## config.mk

```make
export PLATFORM = sky130hd
export DESIGN_NAME = instruction_fetch_unit
export DESIGN_NICKNAME = d
export VERILOG_FILES = /design/src/rtl/instruction_fetch_unit_pkg.sv /design/src/rtl/instruction_fetch_unit_next_pc_select.sv /design/src/rtl/instruction_fetch_unit.sv
export SDC_FILE = /design/constraint.sdc
export NUM_CORES = 1
export LEC_CHECK = 0
export ABC_AREA = 1
export BUFFER_PORTS_ARGS = -buffer_cell sky130_fd_sc_hd__buf_4
export CORE_UTILIZATION = 40
export CTS_CLUSTER_SIZE = 25
export DETAILED_ROUTE_END_ITERATION = 8
export PLACE_DENSITY = 0.68
export SYNTH_ARGS = -nofsm -noshare
export SYNTH_HDL_FRONTEND = slang
export SYNTH_SLANG_ARGS = --single-unit
```

## constraint.sdc

```tcl
create_clock -name clk -period 1.6 [get_ports clk]
set_input_delay 0.08 -clock clk [delete_from_list [all_inputs] [get_ports clk]]
set_output_delay 0.08 -clock clk [all_outputs]
set_load 0.05 [all_outputs]
```

## src/rtl/instruction_fetch_unit_pkg.sv

```systemverilog
// Shared types and constants for the instruction fetch unit: reset/trap vectors,
// the IF/ID record, and the next-PC select encoding.
package instruction_fetch_unit_pkg;

  localparam logic [31:0] RESET_VEC_DEF = 32'h0000_0000;
  localparam logic [31:0] INTR_VEC_DEF  = 32'h0000_0004;
  localparam logic [31:0] EXCP_VEC_DEF  = 32'h0000_0008;
  localparam logic [31:0] NOP_INSTR     = 32'h0000_0000;
  localparam int          KERNEL_BIT    = 31;

  typedef struct packed {
    logic [31:0] instr;
    logic [31:0] pc;
    logic [31:0] pc4;
    logic        valid;
  } ifid_t;

  typedef enum logic [2:0] {
    SEL_EXCP,
    SEL_INTR,
    SEL_REDIR,
    SEL_HOLD,
    SEL_SEQ
  } next_pc_sel_e;

  // Sequential successor: the kernel bit is carried over untouched and the
  // carry out of the bit just below it is dropped, so mode never flips by increment.
  function automatic logic [31:0] pc_plus4(input logic [31:0] pc);
    logic [KERNEL_BIT-1:0] low;
    low = pc[KERNEL_BIT-1:0] + {{(KERNEL_BIT-3){1'b0}}, 3'd4};
    return {pc[KERNEL_BIT], low};
  endfunction

endpackage

```

## src/rtl/instruction_fetch_unit_next_pc_select.sv

```systemverilog
// Combinational next-PC priority encoder: exception/misalign, interrupt,
// redirect, stall hold, sequential.
module next_pc_select
  import instruction_fetch_unit_pkg::*;
(
  input  logic         excp_i,
  input  logic         intr_i,
  input  logic         redirect_i,
  input  logic [1:0]   redirect_lo_i,
  input  logic         stall_i,
  output next_pc_sel_e sel_o,
  output logic         misalign_o
);

  assign misalign_o = redirect_i && (redirect_lo_i != 2'b00);

  always_comb begin
    // NOTE: every output of a combinational block gets a default first, so no
    // path through the if-chain can leave it unassigned and infer a latch.
    sel_o = SEL_SEQ;
    if (excp_i || misalign_o) sel_o = SEL_EXCP;
    else if (intr_i)          sel_o = SEL_INTR;
    else if (redirect_i)      sel_o = SEL_REDIR;
    else if (stall_i)         sel_o = SEL_HOLD;
  end

endmodule

```

## src/rtl/instruction_fetch_unit.sv

```systemverilog
// Fetch stage: owns the PC, addresses the combinational instruction ROM and
// registers the fetched word into IF/ID; flags misaligned redirect targets.
module instruction_fetch_unit
  import instruction_fetch_unit_pkg::*;
#(
  parameter logic [31:0] RESET_VEC = RESET_VEC_DEF,
  parameter logic [31:0] INTR_VEC  = INTR_VEC_DEF,
  parameter logic [31:0] EXCP_VEC  = EXCP_VEC_DEF
) (
  input  logic        clk,
  input  logic        reset,
  input  logic        stall_i,
  input  logic        flush_i,
  input  logic        redirect_i,
  input  logic [31:0] redirect_pc_i,
  input  logic        intr_i,
  input  logic        excp_i,
  output logic [31:0] imem_addr_o,
  input  logic [31:0] imem_data_i,
  output logic [31:0] ifid_instr_o,
  output logic [31:0] ifid_pc_o,
  output logic [31:0] ifid_pc4_o,
  output logic        ifid_valid_o,
  output logic        fetch_excp_o,
  output logic [31:0] bad_pc_o
);

  logic [31:0]  pc_q, pc_nxt, pc4;
  ifid_t        ifid_q, ifid_nxt;
  next_pc_sel_e sel;
  logic         misalign;
  logic         bubble, capture;

  next_pc_select u_next_pc_select (
    .excp_i        (excp_i),
    .intr_i        (intr_i),
    .redirect_i    (redirect_i),
    .redirect_lo_i (redirect_pc_i[1:0]),
    .stall_i       (stall_i),
    .sel_o         (sel),
    .misalign_o    (misalign)
  );

  assign pc4 = pc_plus4(pc_q);

  always_comb begin
    pc_nxt  = pc_q;
    bubble  = 1'b0;
    capture = 1'b0;
    unique case (sel)
      SEL_EXCP:  begin pc_nxt = EXCP_VEC;      bubble = 1'b1; end
      SEL_INTR:  begin pc_nxt = INTR_VEC;      bubble = 1'b1; end
      SEL_REDIR: begin pc_nxt = redirect_pc_i; bubble = flush_i; capture = !flush_i; end
      // A flush still empties IF/ID while the PC is held by a stall.
      SEL_HOLD:  bubble = flush_i;
      SEL_SEQ:   begin pc_nxt = pc4;           bubble = flush_i; capture = !flush_i; end
      default:   ;
    endcase

    ifid_nxt = ifid_q;
    if (bubble) begin
      ifid_nxt.instr = NOP_INSTR;
      ifid_nxt.valid = 1'b0;
    end else if (capture) begin
      ifid_nxt = '{instr: imem_data_i, pc: pc_q, pc4: pc4, valid: 1'b1};
    end
  end

  // NOTE: state registers use non-blocking assignments so every flop samples
  // the pre-edge values regardless of block ordering.
  always_ff @(posedge clk or negedge reset) begin
    if (!reset) begin
      pc_q         <= RESET_VEC;
      ifid_q       <= '{instr: NOP_INSTR, pc: 32'h0, pc4: 32'h0, valid: 1'b0};
      fetch_excp_o <= 1'b0;
      bad_pc_o     <= 32'h0;
    end else begin
      pc_q         <= pc_nxt;
      ifid_q       <= ifid_nxt;
      fetch_excp_o <= misalign;
      if (misalign) bad_pc_o <= redirect_pc_i;
    end
  end

  assign imem_addr_o  = pc_q;
  assign ifid_instr_o = ifid_q.instr;
  assign ifid_pc_o    = ifid_q.pc;
  assign ifid_pc4_o   = ifid_q.pc4;
  assign ifid_valid_o = ifid_q.valid;

endmodule

```

==> impl_metrics.yaml, run 1 <==
timing:
  worstMarginPinSlew_ps: 465
  timing.fmax_mhz: 654
  fin_crit_ps: 1530
  relSlewSlack_pct: 69.0
  timing.hold.ws_ps: 94.9
  report.final.slew_viol_count: 0
  timing.final.hold_violations: 0
  worst_slack_ps: 70.4
  final.period_utilization_pct: 95.6
  total_setup_violations_reported_at_the_end_of_the_flow: 0
  grt_setup_unrepaired: "true"
  final.setup_skew_ps: 7.30
synth:
  syn-cell-area_um2: 6980
  synthAdderAreaFrac_pct: 0.179
  muxShareOfSynthArea_pct: 4.68
  avg_inst_size_synth_um2: 8.71
  yosys.area_share.xor_xnor_pct: 1.13
  yosys.cell_types.count: 27
  synth.yosys.seq_area_share_pct: 57.0
  synth_compound_area_share_pct: 4.75
  proportion_of_netlist_area_held_by_the_largest_area_contributor_pct: 57.0
  synth_top_cells_by_area: "dfrtp_1, nand2_1, nand3_1"
  synth.largest_area_cell: "dfrtp_1"
  synthSimpleGateAreaFrac_pct: 26.7
  yosys_register_bits: 159
  syn-instance-count: 801
  synth_top_family_by_area: "simple AND/OR/NAND/NOR gates"
  synth_nets: 873
  yosys_warnings: 0
clock_tree:
  cts.clk_slew.worst_paths_ps: 60
  clk_latency_ps: 420
  cts_max_level: 4
  clock-sinks: 159
  cts.root.buffer_cell: "clkbuf_16"
  cts_max_path_buffers: 2
  cts-buffers-inserted: 17
  postCtsSetupRepairBufs: 0
  tritoncts: "built"
global_routing:
  grt_start_max_net_pins: 68
  wire_length_of_the_first_global_routing_pass_um: 35500
  vias_in_the_first_global_route: 6708
  grt_usage_pct: 25.8
  antenna_violations_before_repair: 0
  gr-total-overflow: 0
placed_design:
  hpwl_reported_at_the_end_of_detailed_placement_um: 16000
  postPlaceCellArea_um2: 9190
  dpl_worst_slack_ps: 71.2
  place.port_buffers: 232
  routabilityCongestion: 0.885
worst_setup_path:
  number_of_buffers_and_inverters_on_the_critical_path: 3
  setup.worst_path.end_class: "flip-flop"
  worstSetupPathDepth: 4
  critPathArrivalTime_ps: 1830
  worstRegToRegCells: 4
  timing.critical_path.cells: "buf_4, inv_1, o2111ai_1, dlygate4sd3_1"
  worstPathRequired_ps: 1900
  path_delay_family: "buffers and inverters"
  crit_fanout: 4
  critical_path.max_stage_delay_ps: 570
  crit_slowest_cell: "dlygate4sd3_1"
  critPathKind: "reg -> reg"
  start_kind: "flip-flop"
drt:
  firstDrtPassIters: 5
  routed_wire_length_per_instance_um: 16.6
  dr_total_vias: 6802
  totalWireLength_um: 22400
  detail_route.vias_per_cell: 5.04
  route.antenna.remaining_nets: 0
  remaining_routing_drc_violations: 0
  drtIter0Drc: 489
pwr:
  vdd_drop_max_mv: 0.717
  static-leakage-power_uw: 0.00525
  power_density_nw_per_um2: 1050
die:
  dieArea_um2: 18000
  core_area_um2: 16800
  floorplan.initialDensity_pct: 41.5
  fp.dieW_um: 134
  core.rowCount: 47
  dieHeight_um: 134
  io_pins: 233
layout:
  total_non_filler_cell_area_in_the_finished_layout_um2: 10500
  nets: 1189
  antenna_cells: 0
  final_common_cell: "nand2_1"
  most-common-layout-cells: "nand2_1, buf_4, dfrtp_1, nand3_1, dlygate4sd3_1"
  final_util_pct: 62.4
  syn_to_final_growth_pct: 50.4
  layout-drive-gt1-share_pct: 31.6
job:
  max_cap_violations: 0
worst_hold_path:
  min_path_type: "in -> reg"
  hold_path_depth: 5
outcome:
  outcome: "complete, no violations"
[metrics by stage]
step                power, µW  setup TNS, ps  cells
finish                  11000              0   1350
detailed placement       6790              0   1251
CTS                     11100              0   1350
global placement         6770              0   1251
global route            11400          -12.1   1350
floorplan                5880              0    801
[cell usage after synthesis, drive strengths merged]
cell type	n
clkinv	2
inv	46
o21ai	42
o22ai	1
xor2	9
o221ai	2
nor3	2
nand3	93
o2111ai	1
nand2	313
o211ai	10
dfrtp	159
ha	1
nand4	3
clkbuf	6
mux2	29
a21oi	2
nor2	47
buf	33
[worst register-to-register path: stages (launching register included)]
cell and delay [ps]:
dfrtp_2 440, buf_4 160, inv_1 120, o2111ai_1 120, dlygate4sd3_1 570
[registers in the layout (all words and copies together) (netlist names)]
signal / flops
fetch_excp_o: 1
bad_pc_o: 32
ifid_pc4_o: 29
ifid_instr_o: 32
ifid_pc_o: 32
imem_addr_o: 32
ifid_valid_o: 1
[cell type report]
class | instances | area [µm²]
clock buffers | 24 | 502
clock inverters | 8 | 103
fillers | 1453 | 6330
inverters | 48 | 180
multi-input cells | 555 | 2670
flip-flops and latches | 159 | 3990
well taps | 220 | 275
repair buffers | 336 | 2770
[path summary, 6_finish.rpt]
check	start	endpoint	slack, ps
max	imem_addr_o[2]$_DFFE_PN0P_	imem_addr_o[2]$_DFFE_PN0P_	70
min	flush_i	ifid_pc4_o[3]$_DFFE_PN0P_	90
max reg2reg	imem_addr_o[2]$_DFFE_PN0P_	imem_addr_o[2]$_DFFE_PN0P_	70
min reg2reg	ifid_pc4_o[3]$_DFFE_PN0P_	ifid_pc4_o[3]$_DFFE_PN0P_	480
max in group asynchronous	reset	imem_addr_o[3]$_DFFE_PN0P_	840
min in group asynchronous	reset	imem_addr_o[13]$_DFFE_PN0P_	160
[cells by family (layout without fill, tap and decap cells)]
family,count (synthesis),after routing
AOI/OAI and AO/OA,58,58
xor gates and xnor gates,9,9
adders and majority gates,1,1
buffers and inverters,87,416
DFF,159,159
muxes,29,29
and+or+nand+nor,458,458
[timing repair]
item                                    in CTS  in global routing
endpoints found under the setup margin       0                 14
resized for setup                            0                  9
endpoints found under the hold margin      183                  0
hold buffers                                67                  0
[routing by layer]
metal  track usage [%]  up-vias  part of all wire, %  wire (µm)
li1                  -     3205                    -          -
met3              6.12       53                  7.0       1570
met2              40.2      272                   47      10500
met4              11.9        0                  3.9        878
met5                 0        -                    0          0
met1              34.3     3272                   42       9470
[power breakdown]
| part | leakage [µW] | internal [µW] | switching [µW] |
|---|---|---|---|
| Clock | 0.000293 | 2510 | 1620 |
| Combinational | 0.00287 | 811 | 1570 |
| Sequential | 0.00210 | 4300 | 184 |
(Power assumes the default switching activity.)
==> inputs of run 2 (changes only) <==
--- a/config.mk
+++ b/config.mk
@@ -8,6 +8,7 @@
 export ABC_AREA = 1
 export BUFFER_PORTS_ARGS = -buffer_cell sky130_fd_sc_hd__buf_4
 export CORE_UTILIZATION = 40
+export CTS_BUF_LIST = sky130_fd_sc_hd__clkbuf_4
 export CTS_CLUSTER_SIZE = 25
 export DETAILED_ROUTE_END_ITERATION = 8
 export PLACE_DENSITY = 0.68
==> run 2 against run 1 <==
  * Final cell count rose by 3.0%
  * Die area did not move
  * Global-route usage rose by 1.1 points
  * Critical path type unchanged
  * Via count rose by 3.2%
  * Hold slack got worse by 27 ps
  * Sequential share of layout area fell by 0.27 points
  * Utilization rose by 0.49 points
  * Largest power group unchanged
==> impl_metrics.yaml, run 2 (synthesis gave the netlist of run 1 again) <==
outcome:
  outcome: "complete, no violations"
pwr:
  share_seq_of_total_power_pct: 48.3
  static-leakage-power_uw: 0.00519
  power.share.switching_pct: 34.5
  internal-power_uw: 6070
  clock_power_share_pct: 25.5
  comb_power_share_pct: 26.2
  vdd_drop_max_mv: 0.549
  power_density_nw_per_um2: 877
  power_switching_uw: 3200
layout:
  syn_to_final_growth_pct: 51.6
  most-common-layout-cells: "nand2_1, buf_4, dfrtp_1, dlygate4sd3_1, nand3_1"
  nets: 1229
  multi_input_comb_area_um2: 2680
  number_of_filler_cells_placed_in_the_layout: 1438
  final_common_cell: "nand2_1"
  layout-drive-gt1-share_pct: 30.9
  total_non_filler_cell_area_in_the_finished_layout_um2: 10600
  final-seq-area_um2: 3990
  final_util_pct: 62.9
placed_design:
  dpl_worst_slack_ps: 71.2
  postPlaceCellArea_um2: 9190
  routabilityCongestion: 0.885
  place.port_buffers: 232
  hpwl_reported_at_the_end_of_detailed_placement_um: 16000
timing:
  relSlewSlack_pct: 69.2
  report.final.slew_viol_count: 0
  worstMarginPinSlew_ps: 462
  final.period_utilization_pct: 93.4
  timing.final.hold_violations: 0
  fin_crit_ps: 1500
  timing.fmax_mhz: 669
  worst_slack_ps: 105
  final.setup_skew_ps: 20.3
  total_setup_violations_reported_at_the_end_of_the_flow: 0
  grt_setup_unrepaired: "true"
worst_setup_path:
  regToRegSetupSlack_ps: 100
  setup.worst_path.end_class: "flip-flop"
  crit_fanout: 4
  worstPathRequired_ps: 2100
  start_kind: "flip-flop"
  critPathKind: "reg -> reg"
  critPathArrivalTime_ps: 2000
clock_tree:
  tritoncts: "built"
  clock-sinks: 159
  cts.root.buffer_cell: "clkbuf_4"
  cts_max_level: 4
  clk_latency_ps: 580
  cts-buffers-inserted: 17
  cts.clk_slew.worst_paths_ps: 120
  cts_max_path_buffers: 2
die:
  dieHeight_um: 134
  floorplan.initialDensity_pct: 41.5
  fp.dieW_um: 134
  dieArea_um2: 18000
  core_area_um2: 16800
  core.rowCount: 47
  io_pins: 233
drt:
  drtIter0Drc: 492
  dr_total_vias: 7017
  route.antenna.remaining_nets: 0
  remaining_routing_drc_violations: 0
  routed_wire_length_per_instance_um: 16.8
  totalWireLength_um: 23300
  detail_route.vias_per_cell: 5.04
  firstDrtPassIters: 7
worst_hold_path:
  min_path_type: "in -> reg"
global_routing:
  gr-total-overflow: 0
  vias_in_the_first_global_route: 7046
  grt_usage_pct: 26.9
  grt_start_max_net_pins: 68
  antenna_violations_before_repair: 1
  wire_length_of_the_first_global_routing_pass_um: 36900
job:
  max_cap_violations: 0
[run 2: changes by cell type in the layout (fill, tap and decap cells not counted), sizes merged]
cell / delta
clkbuf: -5
clkinv: +5
dlygate4sd3: +37
buf: +3
diode: +1
[run 2: layout make-up]
cell class,count,area share (%)
sequential,159,37.8
tap,220,2.60
clock inverter,13,1.15
antenna,1,0.0237
timing repair buffer,376,30.0
inverter,48,1.70
multi-input combinational,555,25.4
clock buffer,19,1.35
[run 2: what timing repair did]
action / in CTS / in global routing
hold endpoints to repair: 263 / 0
resized for setup: 0 / 14
hold buffers: 105 / 0
endpoints found under the setup margin: 0 / 20
setup buffers: 0 / 2
[run 2: through the flow]
step	TNS [ps]	hold slack (ps)	cells	total power, µW
floorplan	0	-216	801	5880
global placement	0	56.1	1251	6770
detailed placement	0	55.5	1251	6790
CTS	0	45.2	1388	9320
global route	-25.1	87.8	1391	9650
finish	0	67.5	1391	9270
[run 2: power groups by stage]
stage               Sequential, µW  Clock (µW)  Combinational, µW
floorplan                     5510           0                369
global placement              4540           0               2220
detailed placement            4550           0               2240
CTS                           4470        2430               2420
global route                  4510        2600               2540
finish                        4480        2370               2430
[run 2: metal layers]
| metal | track usage, % | vias to the layer above | part of all wire (%) |
|---|---|---|---|
| met3 | 6.88 | 73 | 7.1 |
| met4 | 12.7 | 0 | 4.6 |
| met1 | 34.7 | 3363 | 41 |
| met5 | 0 | - | 0 |
| li1 | - | 3291 | - |
| met2 | 42.4 | 290 | 47 |
[run 2: path summary, 6_finish.rpt]
path / startpoint / endpoint / depth (start not counted)
max: imem_addr_o[2]$_DFFE_PN0P_ / imem_addr_o[12]$_DFFE_PN0P_ / 8
min: stall_i / imem_addr_o[16]$_DFFE_PN0P_ / 5
max reg2reg: imem_addr_o[2]$_DFFE_PN0P_ / imem_addr_o[12]$_DFFE_PN0P_ / 8
min reg2reg: ifid_pc4_o[3]$_DFFE_PN0P_ / ifid_pc4_o[3]$_DFFE_PN0P_ / 2
max in group asynchronous: reset / imem_addr_o[3]$_DFFE_PN0P_ / 4
min in group asynchronous: reset / ifid_pc_o[13]$_DFFE_PN0P_ / 3
[run 2: worst max-delay path: stages, from the launching register on]
cell	delay [ps]
dfrtp_2	430
ha_4	160
nand3_2	100
inv_2	90
nand2_2	90
nor2_2	190
xor2_1	230
nand2_1	80
nand3_1	80
